<file path="src/rtl/cla_pipe_adder.sv">
// -----------------------------------------------------------------------------
// cla_pipe_adder
//
// Pipelined carry-lookahead adder. The WIDTH-bit operands are split into
// GROUP-bit lookahead groups; stage k resolves group k and registers its group
// carry-out, which becomes the carry-in of stage k+1. The pipeline advances as
// one unit with valid/ready flow control, giving one add per cycle.
//
// Parameters:
//   WIDTH  operand/sum width, must be a multiple of GROUP
//   GROUP  bits per lookahead group (STAGES = WIDTH/GROUP)
//
// Ports:
//   clk        clock, rising edge
//   rst_n      asynchronous active-low reset
//   in_valid   operands valid
//   in_ready   block can accept operands this cycle (= !out_valid || out_ready)
//   in_a/in_b  operands
//   in_cin     carry-in
//   out_valid  result valid
//   out_ready  downstream accepts the result
//   out_sum    (A + B + cin) mod 2^WIDTH
//   out_cout   carry out of bit WIDTH-1
//   out_ovf    signed overflow (only when CLA_OVF_EN is defined)
//
// Build option:
//   CLA_OVF_EN  adds the out_ovf port and a register for the carry into the MSB
// -----------------------------------------------------------------------------
module cla_pipe_adder #(
   parameter int unsigned WIDTH = 16,
   parameter int unsigned GROUP = 4
) (
   input  logic             clk,
   input  logic             rst_n,
   input  logic             in_valid,
   output logic             in_ready,
   input  logic [WIDTH-1:0] in_a,
   input  logic [WIDTH-1:0] in_b,
   input  logic             in_cin,
   output logic             out_valid,
   input  logic             out_ready,
   output logic [WIDTH-1:0] out_sum,
   output logic             out_cout
`ifdef CLA_OVF_EN
   ,
   output logic             out_ovf
`endif
);

   localparam int unsigned STAGES = (GROUP > 0) ? (WIDTH / GROUP) : 1;

   if (GROUP < 1) begin : g_bad_group
      $error("cla_pipe_adder: GROUP must be at least 1");
   end else if ((WIDTH % GROUP) != 0) begin : g_bad_width
      $error("cla_pipe_adder: WIDTH must be a multiple of GROUP");
   end

   // Group adder: every carry is a flat sum-of-products of g/p and cin,
   // so no carry depends on another carry inside the group.
   // Returns {group carry-out, group sum}.
   function automatic logic [GROUP:0] cla_group(
      input logic [GROUP-1:0] a,
      input logic [GROUP-1:0] b,
      input logic             cin
   );
      logic [GROUP-1:0] g;
      logic [GROUP-1:0] p;
      logic [GROUP:0]   c;
      logic             term;
      g    = a & b;
      p    = a ^ b;
      c    = '0;
      c[0] = cin;
      for (int unsigned i = 0; i < GROUP; i++) begin
         term = cin;
         for (int unsigned m = 0; m <= i; m++) term = term & p[m];
         c[i+1] = term;
         for (int unsigned j = 0; j <= i; j++) begin
            term = g[j];
            for (int unsigned m = j + 1; m <= i; m++) term = term & p[m];
            c[i+1] = c[i+1] | term;
         end
      end
      return {c[GROUP], p ^ c[GROUP-1:0]};
   endfunction

   // Stage registers
   logic [STAGES-1:0] valid_q, valid_d;
   logic [WIDTH-1:0]  a_q     [STAGES];
   logic [WIDTH-1:0]  a_d     [STAGES];
   logic [WIDTH-1:0]  b_q     [STAGES];
   logic [WIDTH-1:0]  b_d     [STAGES];
   logic [WIDTH-1:0]  sum_q   [STAGES];
   logic [WIDTH-1:0]  sum_d   [STAGES];
   logic [STAGES-1:0] carry_q, carry_d;

   logic              adv;
   logic [GROUP:0]    grp;

   always_comb begin
      adv     = !valid_q[STAGES-1] || out_ready;
      grp     = '0;
      valid_d = valid_q;
      carry_d = carry_q;
      for (int unsigned k = 0; k < STAGES; k++) begin
         a_d[k]   = a_q[k];
         b_d[k]   = b_q[k];
         sum_d[k] = sum_q[k];
      end

      if (adv) begin
         for (int unsigned k = 0; k < STAGES; k++) begin
            if (k == 0) begin
               valid_d[0] = in_valid;
               // operands are only sampled on acceptance
               if (in_valid) begin
                  grp                    = cla_group(in_a[GROUP-1:0], in_b[GROUP-1:0], in_cin);
                  a_d[0]                 = in_a;
                  b_d[0]                 = in_b;
                  sum_d[0]               = '0;
                  sum_d[0][GROUP-1:0]    = grp[GROUP-1:0];
                  carry_d[0]             = grp[GROUP];
               end
            end else begin
               valid_d[k] = valid_q[k-1];
               // bubbles advance without disturbing the data registers
               if (valid_q[k-1]) begin
                  grp                       = cla_group(a_q[k-1][k*GROUP +: GROUP],
                                                        b_q[k-1][k*GROUP +: GROUP],
                                                        carry_q[k-1]);
                  a_d[k]                    = a_q[k-1];
                  b_d[k]                    = b_q[k-1];
                  sum_d[k]                  = sum_q[k-1];
                  sum_d[k][k*GROUP +: GROUP] = grp[GROUP-1:0];
                  carry_d[k]                = grp[GROUP];
               end
            end
         end
      end
   end

   always_ff @(posedge clk or negedge rst_n) begin
      if (!rst_n) begin
         valid_q <= '0;
         carry_q <= '0;
         for (int unsigned k = 0; k < STAGES; k++) begin
            a_q[k]   <= '0;
            b_q[k]   <= '0;
            sum_q[k] <= '0;
         end
      end else begin
         valid_q <= valid_d;
         carry_q <= carry_d;
         for (int unsigned k = 0; k < STAGES; k++) begin
            a_q[k]   <= a_d[k];
            b_q[k]   <= b_d[k];
            sum_q[k] <= sum_d[k];
         end
      end
   end

`ifdef CLA_OVF_EN
   // Carry into the MSB recovered as sum ^ a ^ b at bit WIDTH-1; it tracks
   // the last-stage registers so it loads and holds in step with them.
   logic cmsb_q, cmsb_d;

   always_comb begin
      cmsb_d = sum_d[STAGES-1][WIDTH-1] ^ a_d[STAGES-1][WIDTH-1] ^ b_d[STAGES-1][WIDTH-1];
   end

   always_ff @(posedge clk or negedge rst_n) begin
      if (!rst_n) cmsb_q <= 1'b0;
      else        cmsb_q <= cmsb_d;
   end

   assign out_ovf = cmsb_q ^ carry_q[STAGES-1];
`endif

   assign in_ready  = adv;
   assign out_valid = valid_q[STAGES-1];
   assign out_sum   = sum_q[STAGES-1];
   assign out_cout  = carry_q[STAGES-1];

endmodule

</file>
<file path="config.mk">
export PLATFORM = sky130hd
export DESIGN_NAME = cla_pipe_adder
export DESIGN_NICKNAME = d
export VERILOG_FILES = /design/src/rtl/cla_pipe_adder.sv
export SDC_FILE = /design/constraint.sdc
export NUM_CORES = 1
export LEC_CHECK = 0
export BUFFER_PORTS_ARGS = -buffer_cell sky130_fd_sc_hd__buf_4
export CAP_MARGIN = 20
export CORE_MARGIN = 10
export CORE_UTILIZATION = 42
export CTS_BUF_LIST = sky130_fd_sc_hd__clkbuf_4
export CTS_CLUSTER_DIAMETER = 100
export DETAILED_ROUTE_END_ITERATION = 10
export PLACE_DENSITY = 0.73
export SYNTH_ARGS = -nofsm -noshare
export SYNTH_HDL_FRONTEND = slang
export SYNTH_SLANG_ARGS = --single-unit
</file>
<file path="constraint.sdc">
create_clock -name clk -period 2.1 [get_ports clk]
set_input_delay 0.105 -clock clk [delete_from_list [all_inputs] [get_ports clk]]
set_output_delay 0.105 -clock clk [all_outputs]
set_load 0.05 [all_outputs]
</file>
# Word-level counts from Yosys, hierarchy flattened
# Cells that the tools add are included.
# word_totals
reg_bits	144
out_inout_bits	19
word_cells	113
# classes
n_bitwise	92
n_reduce_logical	6
# ops
operator	n
bitwise AND 1 bit	40
OR 1 bit	40
XOR 4 bit	8
bitwise AND 4 bit	4
AND reduction 2 bit	4
zero test 1 bit	1
logical OR 1 bit	1

# Logic depth before layout (Yosys ltp)
# Gate-level depths: netlist (run 1).
# logic_depth
word_depth	9
depth_mapped	6
mapped_depth_nobuf	5

# Least setup slack after synthesis (run 1)
# OpenSTA, ideal clock, no wires.
# synth_timing
path_type	register to register
start	reg valid_q[3]
end	reg a_q[58] (netlist bit)
setup_time_ns	0.125
t_arrival_ns	1.637
required_ns	1.975
slack_ns	0.338
stages_incl_launch_ff	7
cell_sequence	dfrtp_1 > nor2b_4 > inv_4 > buf_8 > nand2_4 > buf_6 > mux2_4
# synth_between
elab_chain_len	3
# synth_rtl
item	line_no	source
start: declaration	88	logic [STAGES-1:0] valid_q, valid_d;
start signal: assignment	152	valid_q <= valid_d;
zero test 1 bit	101	adv = !valid_q[STAGES-1] || out_ready;
logical OR 1 bit	101	
named net in_ready	36	output logic in_ready,
AND reduction 2 bit (no line)	n/a	
end signal: indexed assignment	155	a_q[k] <= a_d[k];
end: declaration	89	logic [WIDTH-1:0] a_q [STAGES];
# The timed path passes the listed nets, and every way through them passes these cells.
# A chain may end at the register's enable or synchronous reset.

# Worst setup path in the final report (run 1)
# layout_timing
start	reg a_q[52] (netlist bit)
end	reg sum_q[39] (netlist bit)
# layout_between
elab_chain_len	8
word_cells_on_any_way	11
cone_classes	11 x bitwise
# layout_rtl
item	line_no	source
XOR 4 bit	71	p = a ^ b;
bitwise AND 1 bit (3 in series)	76	for (int unsigned m = 0; m <= i; m++) term = term & p[m];
OR 1 bit (*) (3 in series)	81	c[i+1] = c[i+1] | term;
XOR 4 bit (*)	84	return {c[GROUP], p ^ c[GROUP-1:0]};
end signal: indexed assignment	157	sum_q[k] <= sum_d[k];
end: declaration	93	logic [WIDTH-1:0] sum_q [STAGES];
# Mark *: on every way between the ends. The rest lies on a longest branch, timed or not.

==> qor.csv, run 1 <==
stage,metric,value,unit
clock_tree,cts_buffer_depth,2,
final_layout,fillCellCount,880,
synthesis,synth_nets,361,
timing,timing.fmax,0.579,GHz
floorplanning,rows,37,
final_layout,final_util,50.7,%
timing,setup_viol,0,
placement,io_buffers,55,
critical_path,cp.arrival,2.06,ns
route,drt_pass1_iterations,4,
floorplanning,chipWidth,123,µm
clock_tree,clock-sinks,96,
timing,finalHoldViolCount,0,
clock_tree,clk_latency,0.43,ns
placement,dp_cells,469,
timing,period_share,82.3,%
synthesis,synth_area_per_cell,14.8,µm²
floorplanning,pin_count,56,
floorplanning,die_y,123,µm
timing,worst_pin_slew,0.689,ns
critical_path,path_cells,ha_1 > ha_1 > o211a_1 > o21a_1 > o31ai_1,
clock_tree,post_cts_buffers,0,
clock_tree,cts_resized,0,
route,initialDrtViolationCount,99,
synthesis,yosysUniqueCellTypes,24,
placement,gp_congestion,0.730,
route,wire_per_inst,15.0,µm
global_route,grt_max_degree,55,
timing,tns,0,ns
final_layout,fin_nets,430,
critical_path,crit_slowest_cell,dfrtp_1,
timing,holdWs,0.0383,ns
critical_path,start_kind,flip-flop,
global_route,antenna_found_initial,1,
critical_path,timing.critical_path.mode_cell,ha_1,
timing,skew,0.0205,ns
route,wirelength,7.66,mm
global_route,grt.total_usage,10.8,%
synthesis,syn-instance-count,300,
floorplanning,initial_core_util,43.0,%
synthesis,yosysWarnings,0,
clock_tree,cts-root-buf,clkbuf_4,
clock_tree,cts-hold-fix-buffers,25,
final_layout,synthToLayoutAreaGrowth,17.8,%
timing,fin_ws,0.372,ns
worst_hold_path,hp-class,primary input to flip-flop,
floorplanning,design.core.area,0.0103,mm²
clock_tree,tritoncts,yes,
route,vias,2467,
global_route,grt_pass1_vias,2667,
critical_path,path_class,flip-flop to flip-flop,
global_route,grt_pass1_wl,13.1,mm
route,ant_nets,0,
floorplanning,die-area,0.0151,mm²
global_route,grt_remaining_overflow,0,
critical_path,endpoint_kind,flip-flop,
final_layout,layout-drive-gt1-share,41.7,%
power,vdd_ir_drop_max,0.547,mV
synthesis,ys_ff_latch,96,
route,vias_per_cell,4.83,
clock_tree,cts.reportedPaths.clkPinSlew,0.14,ns
critical_path,max_stage_delay,0.45,ns
timing,max-slew-margin-rel,54.1,%
synthesis,ys_seq_area_share,54.1,%
outcome,outcome,completed,
critical_path,worstPathRequired,2.43,ns
power,powerDensity,1480,mW/mm²
timing,slew_violations,0,
clock_tree,cts_buffers,9,
timing,rsz0062_at_grt,no,
synthesis,syn_area,0.00444,mm²
run,maxCapViolCount,0,
final_layout,fin_cells,511,
route,drc_errors,0,
power,leakage,2.48,nW
clock_tree,ctsHtreeMaxLevel,3,
timing,post-route-min-period,1.73,ns
critical_path,crit_fanout,3,
placement,dp_hpwl,5.73,mm
placement,dp_slack,0.386,ns
layer usage:
metal,up-vias,track usage (%),share of wire (%)
li1,1202,-,-
met1,1217,14.5,48
met2,42,16.6,47
met3,6,2.80,3.9
met4,0,3.98,1.2
met5,-,0,0
critical path: cells and delay by family, from the launching register on:
kind                       cells  cell delay (ns)
adders and majority gates      2             0.52
DFF                            1             0.45
AOI/OAI and AO/OA              3             0.68
sequential cells by signal, summed over array words and instances (netlist names):
register and flops:
a_q 24, b_q 24, sum_q 24, out_sum 16, carry_q 4, valid_q 4
kinds of logic after synthesis:
group | count (synthesis) | synth area share [%]
xor gates and xnor gates | 4 | 0.788
adders and majority gates | 24 | 7.43
DFF | 96 | 54.1
buffers and inverters | 31 | 5.86
muxes | 76 | 21.4
and+or+nand+nor | 14 | 1.91
AOI/OAI and AO/OA | 55 | 8.56
synth_stat cells:
library cell / n / area share, %
nor2b_4: 1 / 0.31
inv_4: 1 / 0.14
dfrtp_1: 96 / 54
buf_12: 2 / 0.90
mux2_2: 51 / 13
o21ai_0: 19 / 2.1
fa_1: 4 / 1.8
ha_1: 20 / 5.6
o31ai_1: 8 / 1.4
o21a_1: 12 / 2.0
buf_6: 4 / 1.0
mux2_4: 25 / 8.4
o211a_1: 4 / 0.90
nand2_1: 2 / 0.17
nor3_1: 8 / 0.90
a21o_1: 8 / 1.4
clkbuf_1: 1 / 0.084
o31a_1: 4 / 0.79
xnor2_1: 4 / 0.79
nand2_4: 1 / 0.25
buf_4: 18 / 3.0
buf_8: 1 / 0.34
inv_1: 4 / 0.34
nand2_2: 2 / 0.28
cells in the final DEF, fill, tap and decap left out, types with 2 or more instances in the layout:
cell type / netlist / routed
a21o_1: 8 / 8
buf_4: 18 / 58
clkbuf_4: 0 / 10
clkinv_4: 0 / 2
dfrtp_1: 96 / 96
dlygate4sd3_1: 0 / 25
fa_1: 4 / 4
ha_1: 20 / 20
inv_1: 4 / 4
inv_6: 0 / 2
mux2_2: 51 / 51
mux2_4: 25 / 25
nand2_1: 2 / 2
nand2_2: 2 / 2
nor3_1: 8 / 8
o211a_1: 4 / 4
o21a_1: 12 / 12
o21ai_0: 19 / 19
o31a_1: 4 / 4
o31ai_1: 8 / 8
xnor2_1: 4 / 4
stage by stage:
| stage | cell area (µm²) | power [mW] |
|---|---|---|
| 6_report | 5230 | 7.73 |
| 5_1_grt | 5230 | 8.31 |
| 4_1_cts | 5230 | 7.84 |
| 3_5_place_dp | 4830 | 6.77 |
| 3_3_place_gp | 4830 | 6.62 |
| 2_1_floorplan | 4440 | 6.11 |
final cells by class:
cell class | instances | area [µm²] | area share, %
Antenna cell | 1 | 2.50 | 0.0478
Clock buffer | 10 | 75.1 | 1.43
Clock inverter | 6 | 76.3 | 1.46
Inverter | 5 | 21.3 | 0.406
Multi-Input combinational cell | 173 | 1780 | 34.0
Sequential cell | 96 | 2400 | 45.9
Tap cell | 136 | 170 | 3.25
Timing Repair Buffer | 84 | 706 | 13.5
power breakdown:
group / switching (mW) / internal, mW
combinational: 1.79 / 1.75
clock: 0.626 / 0.399
sequential: 0.489 / 2.67
path summary, 6_finish.rpt:
kind                           from          to  slack (ns)  cells past startpoint
max                         a_q[52]   sum_q[39]        0.37                      5
min                        in_valid  carry_q[0]        0.04                      3
max reg2reg                 a_q[52]   sum_q[39]        0.37                      5
min reg2reg                 a_q[47]     a_q[31]        0.52                      1
max in group asynchronous     rst_n  valid_q[0]        1.18                      3
min in group asynchronous     rst_n     b_q[61]        0.23                      2
No activity file was read; power rests on OpenSTA's default activity.
==> run 2: changes to the inputs <==
- clock period: 2.1 -> 1.8 ns (I/O delays scaled with it)
==> qor.csv, run 2 (synthesized netlist as in run 1, its figures left out) <==
stage,metric,value,unit
clock_tree,cts_buffers,9,
final_layout,fillCellCount,864,
placement,io_buffers,55,
final_layout,fin_nets,441,
final_layout,layout_commonest_cell,dfrtp_1,
critical_path,r2r_cells,5,
final_layout,synthToLayoutAreaGrowth,20.6,%
floorplanning,chipWidth,123,µm
clock_tree,clk_latency,0.46,ns
timing,skew,0.0115,ns
timing,post-route-min-period,1.69,ns
final_layout,layout-drive-gt1-share,42.1,%
critical_path,cp.arrival,2.05,ns
timing,worst_pin_slew,0.418,ns
final_layout,layout_common_cells,"96 x dfrtp_1, 63 x buf_4, 51 x mux2_2",
global_route,grt_pass1_vias,2702,
global_route,grt_max_degree,34,
power,vdd_ir_drop_max,0.709,mV
clock_tree,cts_buffer_depth,2,
route,initialDrtViolationCount,118,
timing,tns,0,ns
route,ant_nets,0,
clock_tree,tritoncts,yes,
global_route,grt.total_usage,11.0,%
critical_path,cp-startpoint,a_q[40],
timing,max-slew-margin-rel,72.1,%
critical_path,endpoint,carry_q[2],
route,drc_errors,0,
route,drt_pass1_iterations,4,
global_route,grt_remaining_overflow,0,
clock_tree,cts-root-buf,clkbuf_4,
clock_tree,clock-sinks,96,
critical_path,endpoint_kind,flip-flop,
power,powerDensity,1710,mW/mm²
critical_path,r2r_setup_slack,0.11,ns
global_route,grt_pass1_wl,13.3,mm
final_layout,biggestRegsByFlops,"a_q x24, b_q x24, sum_q x24",
clock_tree,ctsHtreeMaxLevel,3,
route,vias_per_cell,4.75,
timing,period_share,94.1,%
timing,rsz0062_at_grt,no,
placement,gp_congestion,0.747,
floorplanning,pin_count,56,
floorplanning,design.core.area,0.0103,mm²
floorplanning,rows,37,
placement,dp_hpwl,5.73,mm
final_layout,final_util,51.9,%
global_route,antenna_found_initial,1,
critical_path,crit_fanout,3,
clock_tree,cts_resized,0,
floorplanning,initial_core_util,43.0,%
timing,finalHoldViolCount,0,
route,wire_per_inst,14.6,µm
route,vias,2477,
route,wirelength,7.65,mm
timing,slew_violations,0,
critical_path,worstPathRequired,2.16,ns
timing,timing.fmax,0.591,GHz
power,leakage,2.54,nW
worst_hold_path,hp-class,primary input to flip-flop,
run,maxCapViolCount,0,
critical_path,start_kind,flip-flop,
timing,setup_viol,0,
floorplanning,die-area,0.0151,mm²
critical_path,path_class,flip-flop to flip-flop,
floorplanning,die_y,123,µm
critical_path,timing.rr.end,carry_q[2],
critical_path,r2r_start,a_q[40],
clock_tree,cts.reportedPaths.clkPinSlew,0.14,ns
power,p_total,9.16,mW
outcome,outcome,completed,
-- run 2: changes by cell type in the layout (fill, tap and decap cells not counted) --
cell,before,now
buf_12,1,3
inv_8,1,0
clkinv_2,0,2
bufinv_16,1,2
inv_6,2,1
clkinv_1,0,1
clkinv_4,2,0
dlygate4sd3_1,25,29
buf_4,58,63
-- run 2: repair_timing --
item / CTS / global route
hold buffers: 29 / 0
endpoints found under the hold margin: 126 / 0
endpoints found under the setup margin: 0 / 1
setup buffers: 0 / 2
-- run 2: layout make-up --
| cell class | count | area [µm²] | share of cell area (%) |
|---|---|---|---|
| multi-input cells | 173 | 1780 | 33.2 |
| clock inverters | 6 | 82.6 | 1.54 |
| flip-flops and latches | 96 | 2400 | 44.8 |
| repair buffers | 95 | 823 | 15.4 |
| well taps | 136 | 170 | 3.18 |
| inverters | 5 | 21.3 | 0.397 |
| clock buffers | 10 | 75.1 | 1.40 |
| diodes | 1 | 2.50 | 0.0467 |
-- run 2: power by group --
| group | internal (mW) | switching (mW) |
|---|---|---|
| registers | 3.12 | 0.556 |
| logic | 2.11 | 2.10 |
| clock network | 0.575 | 0.704 |
| total | 5.80 | 3.36 |
-- run 2: per-layer routing --
metal	up-vias	global-route usage (%)	share of wire [%]
met3	10	2.71	3.9
met5	-	0	0
li1	1227	-	-
met4	0	5.74	2.4
met1	1198	15.0	50
met2	42	15.9	44
-- run 2: worst min path at each step --
stage,endpoint,start,cells past startpoint
2_1_floorplan,a_q[28],rst_n,0
3_3_place_gp,b_q[59],rst_n,1
3_5_place_dp,b_q[59],rst_n,1
4_1_cts,sum_q[48],in_cin,3
5_1_grt,sum_q[48],in_cin,3
6_report,sum_q[48],in_cin,3
-- run 2: metrics by stage --
stage | hold WS (ns) | setup WS [ns] | area (µm²) | std cells
global placement | 0.0522 | 0.140 | 4890 | 474
finish | 0.0481 | 0.107 | 5360 | 522
detailed placement | 0.0565 | 0.0923 | 4890 | 474
global route | 0.0538 | 0.0249 | 5360 | 522
CTS | 0.0278 | 0.0731 | 5340 | 519
floorplan | -0.206 | 0.0376 | 4440 | 300
-- run 2: critical path, cell delays in order (launching register included) --
cell and delay [ns]:
dfrtp_1 0.44, ha_1 0.30, ha_1 0.19, o211a_1 0.23, o21a_1 0.20, o31a_1 0.24
